`src/rtl/lf_pkg.sv`:
```
// Shared types and the Ladner-Fischer (G,P) combine operator.
package lf_pkg;

  typedef struct packed {
    logic g;
    logic p;
  } gp_t;

  function automatic gp_t lf_combine(gp_t hi, gp_t lo);
    gp_t r;
    r.g = hi.g | (hi.p & lo.g);
    r.p = hi.p & lo.p;
    return r;
  endfunction

endpackage

```
`src/rtl/lf_prefix_cell.sv`:
```
// One active prefix node: combinational (G,P) composition.
module lf_prefix_cell
  import lf_pkg::*;
(
  input  gp_t hi_i,
  input  gp_t lo_i,
  output gp_t gp_o
);

  assign gp_o = lf_combine(hi_i, lo_i);

endmodule

```
`src/rtl/lf_adder_pipe.sv`:
```
// Pipelined Ladner-Fischer adder/subtractor, one register per prefix level,
// valid/ready on both sides with a single global advance enable.
module lf_adder_pipe
  import lf_pkg::*;
#(
  parameter int WIDTH = 8,
  parameter int LOG2W = $clog2(WIDTH)
) (
  input  logic             clk,
  input  logic             rst,
  input  logic             in_valid,
  output logic             in_ready,
  input  logic [WIDTH-1:0] in_a,
  input  logic [WIDTH-1:0] in_b,
  input  logic             in_cin,
  input  logic             in_sub,
  output logic             out_valid,
  input  logic             out_ready,
  output logic [WIDTH-1:0] out_sum,
  output logic             out_cout,
  output logic             out_ovf
);

  localparam int L = LOG2W;

  logic en;

  logic [L:0][WIDTH-1:0] g_q, g_d;
  logic [L:0][WIDTH-1:0] p_q, p_d;
  logic [L:0][WIDTH-1:0] r_q, r_d;
  logic [L:0]            c_q, c_d;
  logic [L:0]            v_q, v_d;

  logic             out_valid_q;
  logic [WIDTH-1:0] sum_q, sum_d;
  logic             cout_q, ovf_q;
  logic             cout_d, ovf_d;

  logic [WIDTH-1:0] b_x, g0, p0;
  logic             c0;

  assign en       = !out_valid_q || out_ready;
  assign in_ready = en && !rst;

  assign b_x = in_b ^ {WIDTH{in_sub}};
  assign c0  = in_sub | in_cin;
  assign p0  = in_a ^ b_x;
  assign g0  = in_a & b_x;

  // Idle slots hold their old data so X inputs never enter the pipe.
  assign v_d[0] = in_valid;
  assign g_d[0] = in_valid ? {g0[WIDTH-1:1], g0[0] | (p0[0] & c0)} : g_q[0];
  assign p_d[0] = in_valid ? p0 : p_q[0];
  assign r_d[0] = in_valid ? p0 : r_q[0];
  assign c_d[0] = in_valid ? c0 : c_q[0];

  for (genvar k = 1; k <= L; k++) begin : g_lvl
    assign v_d[k] = v_q[k-1];
    assign r_d[k] = r_q[k-1];
    assign c_d[k] = c_q[k-1];
    for (genvar i = 0; i < WIDTH; i++) begin : g_bit
      if (((i >> (k-1)) & 1) == 1) begin : g_node
        localparam int J = ((i >> (k-1)) << (k-1)) - 1;
        gp_t hi, lo, o;
        assign hi.g = g_q[k-1][i];
        assign hi.p = p_q[k-1][i];
        assign lo.g = g_q[k-1][J];
        assign lo.p = p_q[k-1][J];
        lf_prefix_cell u_cell (
          .hi_i (hi),
          .lo_i (lo),
          .gp_o (o)
        );
        assign g_d[k][i] = o.g;
        assign p_d[k][i] = o.p;
      end else begin : g_pass
        assign g_d[k][i] = g_q[k-1][i];
        assign p_d[k][i] = p_q[k-1][i];
      end
    end
  end

  // Group propagate of the last level has no consumer.
  logic unused_p;
  assign unused_p = ^p_q[L];

  logic [WIDTH-1:0] carry;
  assign carry  = {g_q[L][WIDTH-2:0], c_q[L]};
  assign sum_d  = r_q[L] ^ carry;
  assign cout_d = g_q[L][WIDTH-1];
  assign ovf_d  = g_q[L][WIDTH-1] ^ carry[WIDTH-1];

  always_ff @(posedge clk or posedge rst) begin
    if (rst) begin
      v_q         <= '0;
      g_q         <= '0;
      p_q         <= '0;
      r_q         <= '0;
      c_q         <= '0;
      out_valid_q <= 1'b0;
      sum_q       <= '0;
      cout_q      <= 1'b0;
      ovf_q       <= 1'b0;
    end else if (en) begin
      v_q         <= v_d;
      g_q         <= g_d;
      p_q         <= p_d;
      r_q         <= r_d;
      c_q         <= c_d;
      out_valid_q <= v_q[L];
      if (v_q[L]) begin
        sum_q  <= sum_d;
        cout_q <= cout_d;
        ovf_q  <= ovf_d;
      end
    end
  end

  assign out_valid = out_valid_q;
  assign out_sum   = sum_q;
  assign out_cout  = cout_q;
  assign out_ovf   = ovf_q;

endmodule
```
`config.mk`:
```
export PLATFORM = sky130hd
export DESIGN_NAME = lf_adder_pipe
export DESIGN_NICKNAME = d
export VERILOG_FILES = /design/src/rtl/lf_pkg.sv /design/src/rtl/lf_prefix_cell.sv /design/src/rtl/lf_adder_pipe.sv
export SDC_FILE = /design/constraint.sdc
export NUM_CORES = 1
export LEC_CHECK = 0
export CORE_MARGIN = 2
export CORE_UTILIZATION = 50
export DETAILED_ROUTE_END_ITERATION = 8
export GPL_TIMING_DRIVEN = 0
export PLACE_DENSITY = 0.71
export SYNTH_ARGS = -nofsm -noshare
export SYNTH_HDL_FRONTEND = slang
export SYNTH_SLANG_ARGS = --single-unit
export TNS_END_PERCENT = 5
```
`constraint.sdc`:
```
create_clock -name clk -period 3.2 [get_ports clk]
set_input_delay 0.48 -clock clk [delete_from_list [all_inputs] [get_ports clk]]
set_output_delay 0.48 -clock clk [all_outputs]
set_load 0.05 [all_outputs]
```
==> results.toml <==
[global_routing]
antenna_found_initial = 0
use_met3 = 0.0311
track_usage = 0.194
grt_pass1_wl_um = 11600
overflow = 0
grt_use_met1 = 0.265
grt_pass1_vias = 2360
grt_util_met2 = 0.309
grt_max_degree = 63
grt.busiest_layer = "met2"

[hold_path]
hold_class = "reg -> reg"

[sta]
period_needed_ns = 2.95
min_period_over_period = 0.921
fin_ws_ns = 0.254
clock_skew_ns = 0.00534
tns_ns = 0
max_freq_mhz = 339
slew_headroom = 0.629
slew_viol_final = 0
worst_pin_slew_ns = 0.556
rsz0062_at_grt = "no"
setup_viol_count_final = 0
hold_ws_ns = 0.475
finalHoldViolCount = 0

[synth]
synth.avg_cell_area_um2 = 10.1
syn_area_um2 = 3670
synthTopCellsByCount = "153 x nand2_1, 89 x dfrtp_1, 33 x a21oi_1"
netlist.area_leader.share = 0.607
synth_seq_area_share = 0.607
synthesis.nets = 393
synth-main-ff-cell = "dfrtp_1"
ys_seq_elements = 89
synth_area_leaders = "dfrtp_1 61%, nand2_1 16%, mux2_2 4.6%"
syn_inst = 363
ys_async_sr_fraction = 1.00
post-synth-top-area-cell = "dfrtp_1"
post-synth-top-count-cell = "nand2_1"
synth_enable_flop_cells = 0
yosysUniqueCellTypes = 22
yosysWarnings = 0

[placed_design]
finalWeightedCongestion = 0.821
portBuffers = 32
hpwl_um = 4920
preCtsSetupSlack_ns = 0.282

[detailed_routing]
drt-pass1-iter-count = 4
drcViolationCount = 0
vias_per_cell = 4.86
finalWirelength_um = 6850
post_drt_wl_per_cell_um = 13.4
vias = 2484
drt_iter0_markers = 128
antenna_left = 0

[run_status]
status = "complete, no violations"

[power]
leakagePower_uw = 0.00211
power.internal_uw = 2660
p_comb_frac = 0.336
p_sw_uw = 1580
p_per_area_nw_per_um2 = 973
power_uw = 4240
peakVddDrop_v = 0.000419
swShare = 0.374
power.share.clock = 0.198
p_seq_frac = 0.467

[critical_path]
crit_fanout = 10
start_kind = "input port"
critPathArrivalTime_ns = 2.47
crit_type = "in -> out"
path_delay_family = "buffers and inverters"
endpoint_kind = "primary output"
rrSetupSlack_ns = 1.73
slowest_delay_ns = 0.70
crit_required_ns = 2.72
crit_chain = "clkdlybuf4s50_1 > nor2b_1 > buf_2 > buf_2 > nor2_1 > clkdlybuf4s50_1"
crit_slowest_cell = "clkdlybuf4s50_1"
critical_path_buf_inv_count = 4

[layout]
finish.utilization = 0.608
areaGrowthSynthToFinish_pct = 18.9
nets = 437
num_antenna_cells = 0
drive_gt1_frac = 0.119

[floorplan]
core-area_um2 = 7180
fp.dieH_um = 89.6
die-area_um2 = 8040
start_util = 0.511
die_width_um = 89.6
io_pins = 34
rows = 31

[cts]
clock_path_buffers = 2
cts_buffers = 9
clk_pin_slew_ns = 0.08
clock_latency_ns = 0.35
cts_tree = "built"
htree_levels = 3
ctsResizeCount = 0
post_cts_buffers = 0
cts_root_buf = "clkbuf_8"
cts.sinks = 89
hold_buffers = 0

[flow_run]
maxCapViolations = 0
## layout by cell type (no fill, tap or decap)
| master | count |
|---|---|
| nand2_1 | 153 |
| dfrtp_1 | 89 |
| a21oi_1 | 33 |
| clkdlybuf4s50_1 | 32 |
| mux2_2 | 15 |
| o21ai_0 | 13 |
| buf_2 | 10 |
| xnor2_1 | 9 |
| clkbuf_8 | 9 |
| xor2_1 | 8 |
| ha_1 | 8 |
| clkbuf_1 | 7 |
| nand3_1 | 5 |
| buf_6 | 3 |
| nor2_1 | 2 |
| clkinv_4 | 2 |
| clkinvlp_4 | 2 |
| bufinv_16 | 2 |
| nand2b_4 | 1 |
| nand2_4 | 1 |
| nor2b_1 | 1 |
| and2_4 | 1 |
| inv_4 | 1 |
| nor3b_1 | 1 |
| mux2_4 | 1 |
| nand2b_1 | 1 |
| a31oi_1 | 1 |
| buf_16 | 1 |
## state kept, by name, summed over array words and instances, names as in the netlist, 3 cells and up
signal and count:
r_d 18, g_lvl.g_bit.g_node.hi 20, v_q 4, g_d 12, carry 7, c_q 4, r_q 8, out_sum 8
p_d 3
## cell families after synthesis
logic type	after synthesis	share of synthesized area
and+or+nand+nor	166	0.180
DFF	89	0.607
AOI/OAI and AO/OA	47	0.0645
buffers and inverters	20	0.0300
xor gates and xnor gates	17	0.0406
muxes	16	0.0502
adders and majority gates	8	0.0273
## worst paths after layout
kind	start	end	cells after the start
max	out_ready	in_ready	6
min	c_q[2]	c_q[2]	2
max reg2reg	out_valid	g_lvl[2].g_bit[6].g_node.hi[1]	5
min reg2reg	c_q[2]	c_q[2]	2
max in group asynchronous	rst	r_d[25]	3
min in group asynchronous	rst	v_q[1]	2
## tightest hold or removal path, stage by stage, from the launching register on
cell     delay, ns
dfrtp_1       0.35
nand2_1       0.05
nand2_1       0.05
## layout make-up
class,instances,area (µm²)
fillers,610,2810
flip-flops and latches,89,2230
multi-input cells,254,1330
repair buffers,33,348
clock buffers,10,128
well taps,99,124
plain buffers,19,106
clock inverters,6,92.6
inverters,1,6.26
## stage by stage
stage	instance area (µm²)	instances
6_report	4360	511
5_1_grt	4360	511
4_1_cts	4360	511
3_5_place_dp	4140	495
3_3_place_gp	4110	494
2_1_floorplan	3670	363
## power by group through the flow
| stage | Combinational [µW] | Sequential (µW) | Clock, µW |
|---|---|---|---|
| finish | 1420 | 1980 | 838 |
| global route | 1610 | 2040 | 903 |
| CTS | 1450 | 1980 | 850 |
| detailed placement | 1440 | 2000 | 0 |
| global placement | 1400 | 1980 | 0 |
| floorplan | 836 | 2140 | 0 |
## layer usage
| metal | vias up | wire length, µm |
|---|---|---|
| met1 | 1166 | 3160 |
| met2 | 54 | 3320 |
| met4 | 0 | 126 |
| met5 | - | 0 |
| met3 | 9 | 251 |
| li1 | 1255 | - |
No activity file was read; power rests on OpenSTA's default activity.
